<file path="src/rtl/nx_node_control_fanout.sv">
// nx_node_control_fanout: stages node input updates, sequences logic-core runs
// and fans each changed core output out as signal messages taken from a
// per-output table held in the node RAM.
module nx_node_control_fanout #(
  parameter int unsigned INPUTS     = 32,
  parameter int unsigned OUTPUTS    = 32,
  parameter int unsigned MAX_FANOUT = 4,
  parameter int unsigned TGT_W      = 16,
  parameter int unsigned RAM_ADDR_W = 10,
  parameter int unsigned RAM_DATA_W = 32
) (
  input  logic                      i_clk,
  input  logic                      i_rst,
  input  logic                      i_trigger,
  output logic                      o_idle,
  input  logic [INPUTS-1:0]         i_loopback_mask,
  input  logic [$clog2(INPUTS)-1:0] i_input_index,
  input  logic                      i_input_value,
  input  logic                      i_input_is_seq,
  input  logic                      i_input_update,
  output logic                      o_core_trigger,
  input  logic                      i_core_idle,
  output logic [INPUTS-1:0]         o_core_inputs,
  input  logic [OUTPUTS-1:0]        i_core_outputs,
  output logic [RAM_ADDR_W-1:0]     o_ram_addr,
  output logic                      o_ram_rd_en,
  input  logic [RAM_DATA_W-1:0]     i_ram_rd_data,
  output logic [TGT_W-1:0]          o_msg_target,
  output logic [$clog2(INPUTS)-1:0] o_msg_index,
  output logic                      o_msg_value,
  output logic                      o_msg_is_seq,
  output logic                      o_msg_valid,
  input  logic                      i_msg_ready
);

  localparam int unsigned IW  = $clog2(INPUTS);
  localparam int unsigned OW  = $clog2(OUTPUTS + 1);
  localparam int unsigned OSW = (OUTPUTS > 1) ? $clog2(OUTPUTS) : 1;
  localparam int unsigned KW  = (MAX_FANOUT > 1) ? $clog2(MAX_FANOUT) : 1;
  localparam int unsigned LB  = (INPUTS < OUTPUTS) ? INPUTS : OUTPUTS;

  typedef enum logic [2:0] {
    S_IDLE, S_RUN, S_WAIT, S_SCAN, S_LOOKUP, S_RESP, S_EMIT
  } state_t;

  state_t             state;
  logic [INPUTS-1:0]  r_next;
  logic [INPUTS-1:0]  r_current;
  logic [OUTPUTS-1:0] r_last_out;
  logic [OUTPUTS-1:0] cap_out;
  logic               trig_pend;
  logic               comb_pend;
  logic [OW-1:0]      o_idx;
  logic [KW-1:0]      k_idx;
  logic [OSW-1:0]     o_sel;

  logic start_c;
  logic comb_set_c;
  logic to_idle_c;
  logic trig_pend_n;
  logic comb_pend_n;
  logic idle_n;
  logic unused_in;

  assign o_core_inputs = r_current;
  assign o_sel         = o_idx[OSW-1:0];
  assign unused_in     = ^{i_ram_rd_data, i_loopback_mask};

  // Table entry address for output o, fan-out slot k.
  function automatic logic [RAM_ADDR_W-1:0] tbl_addr(input logic [OW-1:0] o,
                                                     input logic [KW-1:0] k);
    return RAM_ADDR_W'(32'(o) * 32'(MAX_FANOUT) + 32'(k));
  endfunction

  // Next-cycle pending flags and idle indication.
  always_comb begin
    comb_set_c  = i_input_update && !i_input_is_seq;
    start_c     = (state == S_IDLE) && (i_trigger || trig_pend || comb_pend);
    to_idle_c   = ((state == S_IDLE) && !start_c) ||
                  ((state == S_SCAN) && (o_idx == OW'(OUTPUTS)));
    trig_pend_n = trig_pend;
    comb_pend_n = comb_pend;
    if (start_c) begin
      trig_pend_n = 1'b0;
      comb_pend_n = 1'b0;
    end else if (i_trigger) begin
      trig_pend_n = 1'b1;
    end
    if (comb_set_c) comb_pend_n = 1'b1;
    idle_n = to_idle_c && !trig_pend_n && !comb_pend_n;
  end

  // Controller: run sequencing, change scan, table walk and message emission.
  always_ff @(posedge i_clk) begin
    if (i_rst) begin
      state          <= S_IDLE;
      r_next         <= '0;
      r_current      <= '0;
      r_last_out     <= '0;
      cap_out        <= '0;
      trig_pend      <= 1'b0;
      comb_pend      <= 1'b0;
      o_idx          <= '0;
      k_idx          <= '0;
      o_idle         <= 1'b1;
      o_core_trigger <= 1'b0;
      o_ram_addr     <= '0;
      o_ram_rd_en    <= 1'b0;
      o_msg_target   <= '0;
      o_msg_index    <= '0;
      o_msg_value    <= 1'b0;
      o_msg_is_seq   <= 1'b0;
      o_msg_valid    <= 1'b0;
    end else begin
      o_core_trigger <= 1'b0;
      o_ram_rd_en    <= 1'b0;
      trig_pend      <= trig_pend_n;
      comb_pend      <= comb_pend_n;
      o_idle         <= idle_n;
      case (state)
        S_IDLE: begin
          if (start_c) begin
            r_current      <= r_next;
            o_core_trigger <= 1'b1;
            state          <= S_RUN;
          end
        end
        S_RUN: state <= S_WAIT;
        S_WAIT: begin
          if (i_core_idle) begin
            for (int unsigned i = 0; i < LB; i++) begin
              if (i_loopback_mask[i]) r_next[i] <= i_core_outputs[i];
            end
            cap_out <= i_core_outputs;
            o_idx   <= '0;
            state   <= S_SCAN;
          end
        end
        S_SCAN: begin
          if (o_idx == OW'(OUTPUTS)) begin
            r_last_out <= cap_out;
            state      <= S_IDLE;
          end else if (cap_out[o_sel] == r_last_out[o_sel]) begin
            o_idx <= o_idx + OW'(1);
          end else begin
            k_idx       <= '0;
            o_ram_addr  <= tbl_addr(o_idx, '0);
            o_ram_rd_en <= 1'b1;
            state       <= S_LOOKUP;
          end
        end
        S_LOOKUP: state <= S_RESP;
        S_RESP: begin
          if (i_ram_rd_data[RAM_DATA_W-1]) begin
            o_msg_target <= i_ram_rd_data[TGT_W+IW:IW+1];
            o_msg_index  <= i_ram_rd_data[IW:1];
            o_msg_is_seq <= i_ram_rd_data[0];
            o_msg_value  <= cap_out[o_sel];
            o_msg_valid  <= 1'b1;
            state        <= S_EMIT;
          end else begin
            o_idx <= o_idx + OW'(1);
            state <= S_SCAN;
          end
        end
        S_EMIT: begin
          if (i_msg_ready) begin
            o_msg_valid <= 1'b0;
            if (k_idx == KW'(MAX_FANOUT - 1)) begin
              o_idx <= o_idx + OW'(1);
              state <= S_SCAN;
            end else begin
              k_idx       <= k_idx + KW'(1);
              o_ram_addr  <= tbl_addr(o_idx, k_idx + KW'(1));
              o_ram_rd_en <= 1'b1;
              state       <= S_LOOKUP;
            end
          end
        end
        default: state <= S_IDLE;
      endcase
      // Decoder writes come last so they win over a same-cycle loopback.
      if (i_input_update) r_next[i_input_index] <= i_input_value;
    end
  end

endmodule

</file>
<file path="config.mk">
export PLATFORM = sky130hd
export DESIGN_NAME = nx_node_control_fanout
export DESIGN_NICKNAME = d
export VERILOG_FILES = /design/src/rtl/nx_node_control_fanout.sv
export SDC_FILE = /design/constraint.sdc
export NUM_CORES = 1
export LEC_CHECK = 0
export CAP_MARGIN = 5
export CORE_ASPECT_RATIO = 0.8
export CORE_MARGIN = 3
export CORE_UTILIZATION = 45
export DETAILED_ROUTE_END_ITERATION = 8
export PLACE_DENSITY = 0.73
export RECOVER_POWER = 25
export SETUP_SLACK_MARGIN = 0.5
export SYNTH_ARGS = -nofsm -noshare
export SYNTH_HDL_FRONTEND = slang
export SYNTH_SLANG_ARGS = --single-unit
</file>
<file path="constraint.sdc">
create_clock -name i_clk -period 3.09 [get_ports i_clk]
set_input_delay 0.309 -clock i_clk [delete_from_list [all_inputs] [get_ports i_clk]]
set_output_delay 0.309 -clock i_clk [all_outputs]
set_load 0.01 [all_outputs]
</file>
==> flow_metrics.env <==
export IMPL_fin_nets=1216
export IMPL_port_buffers=166
export IMPL_pwr_share_seq=0.412
export IMPL_power_density_nw_per_um2=605.4
export IMPL_hold_violations=0
export IMPL_drive_gt1_frac=0.07073
export IMPL_ys_dominant_reg_cell="dfxtp_1"
export IMPL_finalCriticalPeriod_ps=2481
export IMPL_dr_first_iter_drc_count=516
export IMPL_finalWirelength_mm=20.70
export IMPL_finalInstanceArea_um2=10120
export IMPL_critPathCaptureType="flop"
export IMPL_synth_distinct_cells=58
export IMPL_synth_edf_count=0
export IMPL_placed_area_um2=9434
export IMPL_worstPathArrival_ps=2790
export IMPL_cts_hold_buf=0
export IMPL_cts_tree="built"
export IMPL_worst_hold_path_type="in -> reg"
export IMPL_final_max_slew_viol_count=0
export IMPL_grt_max_degree=94
export IMPL_netlist_area_um2=7684
export IMPL_timing_fmax_mhz=403.0
export IMPL_fillers=1516
export IMPL_core_um2=16660
export IMPL_ys_ff_latch=174
export IMPL_period_share=0.8030
export IMPL_antennaDiodeCount=0
export IMPL_die_h_um=122.9
export IMPL_grt_pass1_vias=6710
export IMPL_worstPathMaxFanout=11
export IMPL_power_switching_w=0.001887
export IMPL_grt_pass1_wl_mm=33.67
export IMPL_dp_hpwl_mm=14.08
export IMPL_setup_violations=0
export IMPL_clkLatencyLatePin_ps=430
export IMPL_start_util=0.4612
export IMPL_power_total_w=0.006124
export IMPL_final_util=0.6073
export IMPL_cts_made_buffers=17
export IMPL_dp_cells=1299
export IMPL_clkPwrFrac=0.360
export IMPL_viasPerCell=5.236
export IMPL_die_w_um=152.1
export IMPL_p_leak_nw=3.824
export IMPL_vias=7001
export IMPL_swShare=0.3081
export IMPL_antenna_found_initial=0
export IMPL_drc=0
export IMPL_cts_clk_slew_worst_paths_ps=60
export IMPL_slew_limit_headroom=0.3403
export IMPL_rows=42
export IMPL_syn_inst=963
export IMPL_io_pins=178
export IMPL_yosys_warnings=0
export IMPL_multi_input_area_um2=3892
export IMPL_syn_area_per_cell_um2=7.979
export IMPL_async_reset_ff_frac=0
export IMPL_crit_required_ps=3390
export IMPL_firstDrtPassIters=4
export IMPL_drtAntennaViolNets=0
export IMPL_gp_congestion=0.7919
export IMPL_area_growth_pct=31.66
export IMPL_stdcell_count=1337
export IMPL_ys_seq_area_frac=0.4533
export IMPL_grtUsageTotal=0.2195
export IMPL_internal_power_w=0.004237
export IMPL_clock_skew_ps=10.32
export IMPL_path_class="reg -> reg"
export IMPL_fin_tns_setup_ps=0
export IMPL_reg2reg_setup_slack_ps=610
export IMPL_outcome="complete, no violations"
export IMPL_die_area_um2=18690
export IMPL_overflow=0
export IMPL_root_buffer="clkbuf_16"
export IMPL_post_drt_wl_per_cell_um=15.48
export IMPL_ir_worst_vdd_v=0.0004086
export IMPL_cp_start_kind="flop"
export IMPL_rsz0062_at_grt="false"
export IMPL_cts_path_max_buffers=2
export IMPL_cts_sinks=174
export IMPL_worst_pin_slew_ps=989.6
export IMPL_comb_power_share=0.228
export IMPL_cap_violations=0
export IMPL_seqCellArea_um2=3490
export IMPL_htree_levels=4
[critical path: stages (launching register included)]
cell,delay (ps)
dfxtp_2,390
buf_6,190
mux4_2,540
a21oi_2,180
o2111ai_2,170
or4b_4,530
nand2_4,110
o21ai_2,100
mux2i_1,160
[Yosys cell counts (2+ instances only)]
cell / number / area, um2
buf_6: 6 / 67.56
o211ai_1: 4 / 30.03
or3_2: 3 / 22.52
buf_1: 5 / 18.77
xnor2_1: 2 / 17.52
nand4_1: 2 / 12.51
and3_1: 4 / 25.02
nor2_1: 54 / 202.7
mux4_2: 4 / 90.09
a211oi_1: 35 / 262.8
clkbuf_1: 48 / 180.2
nor3b_1: 5 / 37.54
and2_1: 4 / 25.02
mux2i_1: 59 / 590.6
a21oi_1: 127 / 635.6
nand2_1: 335 / 1257
nand2b_1: 5 / 31.28
nor3_1: 10 / 50.05
nand3_1: 12 / 60.06
o21a_1: 2 / 15.01
nor2b_1: 9 / 56.30
a22oi_1: 4 / 30.03
buf_4: 3 / 22.52
mux4_1: 2 / 52.55
o21ai_0: 6 / 30.03
ha_1: 3 / 37.54
inv_1: 4 / 15.01
dfxtp_1: 174 / 3483
or2b_1: 2 / 15.01
a41oi_1: 2 / 17.52
[metrics by stage]
stage,setup WS (ps),hold WS (ps)
finish,608.7,420.3
global route,509.8,418.8
CTS,488.1,408.0
detailed placement,351.3,442.8
global placement,382.6,439.5
floorplan,753.9,431.5
[kinds of logic (layout without fill, tap and decap cells)]
group	count (synthesis)	after routing	synth area share
compound gates	192	192	0.1503
xor+xnor	2	2	0.002280
fa+ha+maj	3	3	0.004886
buf+inv	69	222	0.04462
flops	174	174	0.4533
mux	67	67	0.09884
other cells	1	2	0.0004881
simple gates	455	455	0.2452
[final timing paths]
path / from / endpoint / cells past startpoint
max: o_idx[1]$_SDFFE_PP0P_ / o_idx[0]$_SDFFE_PP0P_ / 8
min: i_ram_rd_data[8] / o_msg_target[2]$_SDFFE_PP0P_ / 3
max reg2reg: o_idx[1]$_SDFFE_PP0P_ / o_idx[0]$_SDFFE_PP0P_ / 8
min reg2reg: r_next[20]$_SDFF_PP0_ / o_core_inputs[20]$_SDFFE_PP0P_ / 2
[placed cells by master (no fill, tap or decap), types with 5 or more instances in the layout]
cell / synthesis / final
nor2b_1: 9 / 8
dlygate4sd3_1: 1 / 58
dfxtp_1: 174 / 171
nand3_1: 12 / 12
o21ai_0: 6 / 6
a211oi_1: 35 / 35
nor3_1: 10 / 10
clkbuf_16: 0 / 17
a21oi_1: 127 / 127
nor2_1: 54 / 53
buf_4: 3 / 17
nor3b_1: 5 / 5
mux2i_1: 59 / 59
clkdlybuf4s50_1: 0 / 107
nand2b_1: 5 / 5
nand2_1: 335 / 335
[repair_timing]
action / 4_1_cts / 5_1_grt
setup buffers: 2 / 4
hold endpoints to repair: 0 / 0
gates resized for setup: 3 / 7
endpoints found under the setup margin: 13 / 13
pin swaps: 1 / 2
[power by group through the flow]
stage	combinational (W)	clock [W]	sequential, W
3_5_place_dp	0.00137	0	0.00257
5_1_grt	0.00155	0.00232	0.00255
4_1_cts	0.00139	0.00223	0.00252
2_1_floorplan	0.000927	0	0.00252
3_3_place_gp	0.00136	0	0.00257
6_report	0.00140	0.00221	0.00252
[per-layer routing]
layer / global-route usage / vias up / share of wire
met2: 0.3538 / 170 / 0.45
met5: 0 / - / 0
li1: - / 3521 / -
met1: 0.3045 / 3295 / 0.49
met4: 0.05222 / 0 / 0.0097
met3: 0.04688 / 15 / 0.044
[state kept, by name, indices dropped and copies added, names as in the netlist]
name / flops
r_last_out: 32
o_ram_addr: 7
o_core_trigger: 1
comb_pend: 1
o_msg_is_seq: 1
cap_out: 32
o_ram_rd_en: 1
o_idx: 6
state: 3
r_next: 32
o_msg_valid: 1
k_idx: 1
trig_pend: 1
o_idle: 1
o_msg_target: 16
o_msg_index: 5
o_core_inputs: 32
o_msg_value: 1
[cell type report]
class,instances,area share
multi-input combinational,721,0.3848
sequential,174,0.3450
timing repair buffer,186,0.1821
clock buffer,22,0.04589
tap,220,0.02721
clock inverter,10,0.01361
inverter,4,0.001484
Note: power is estimated with default switching activity, not from simulation.
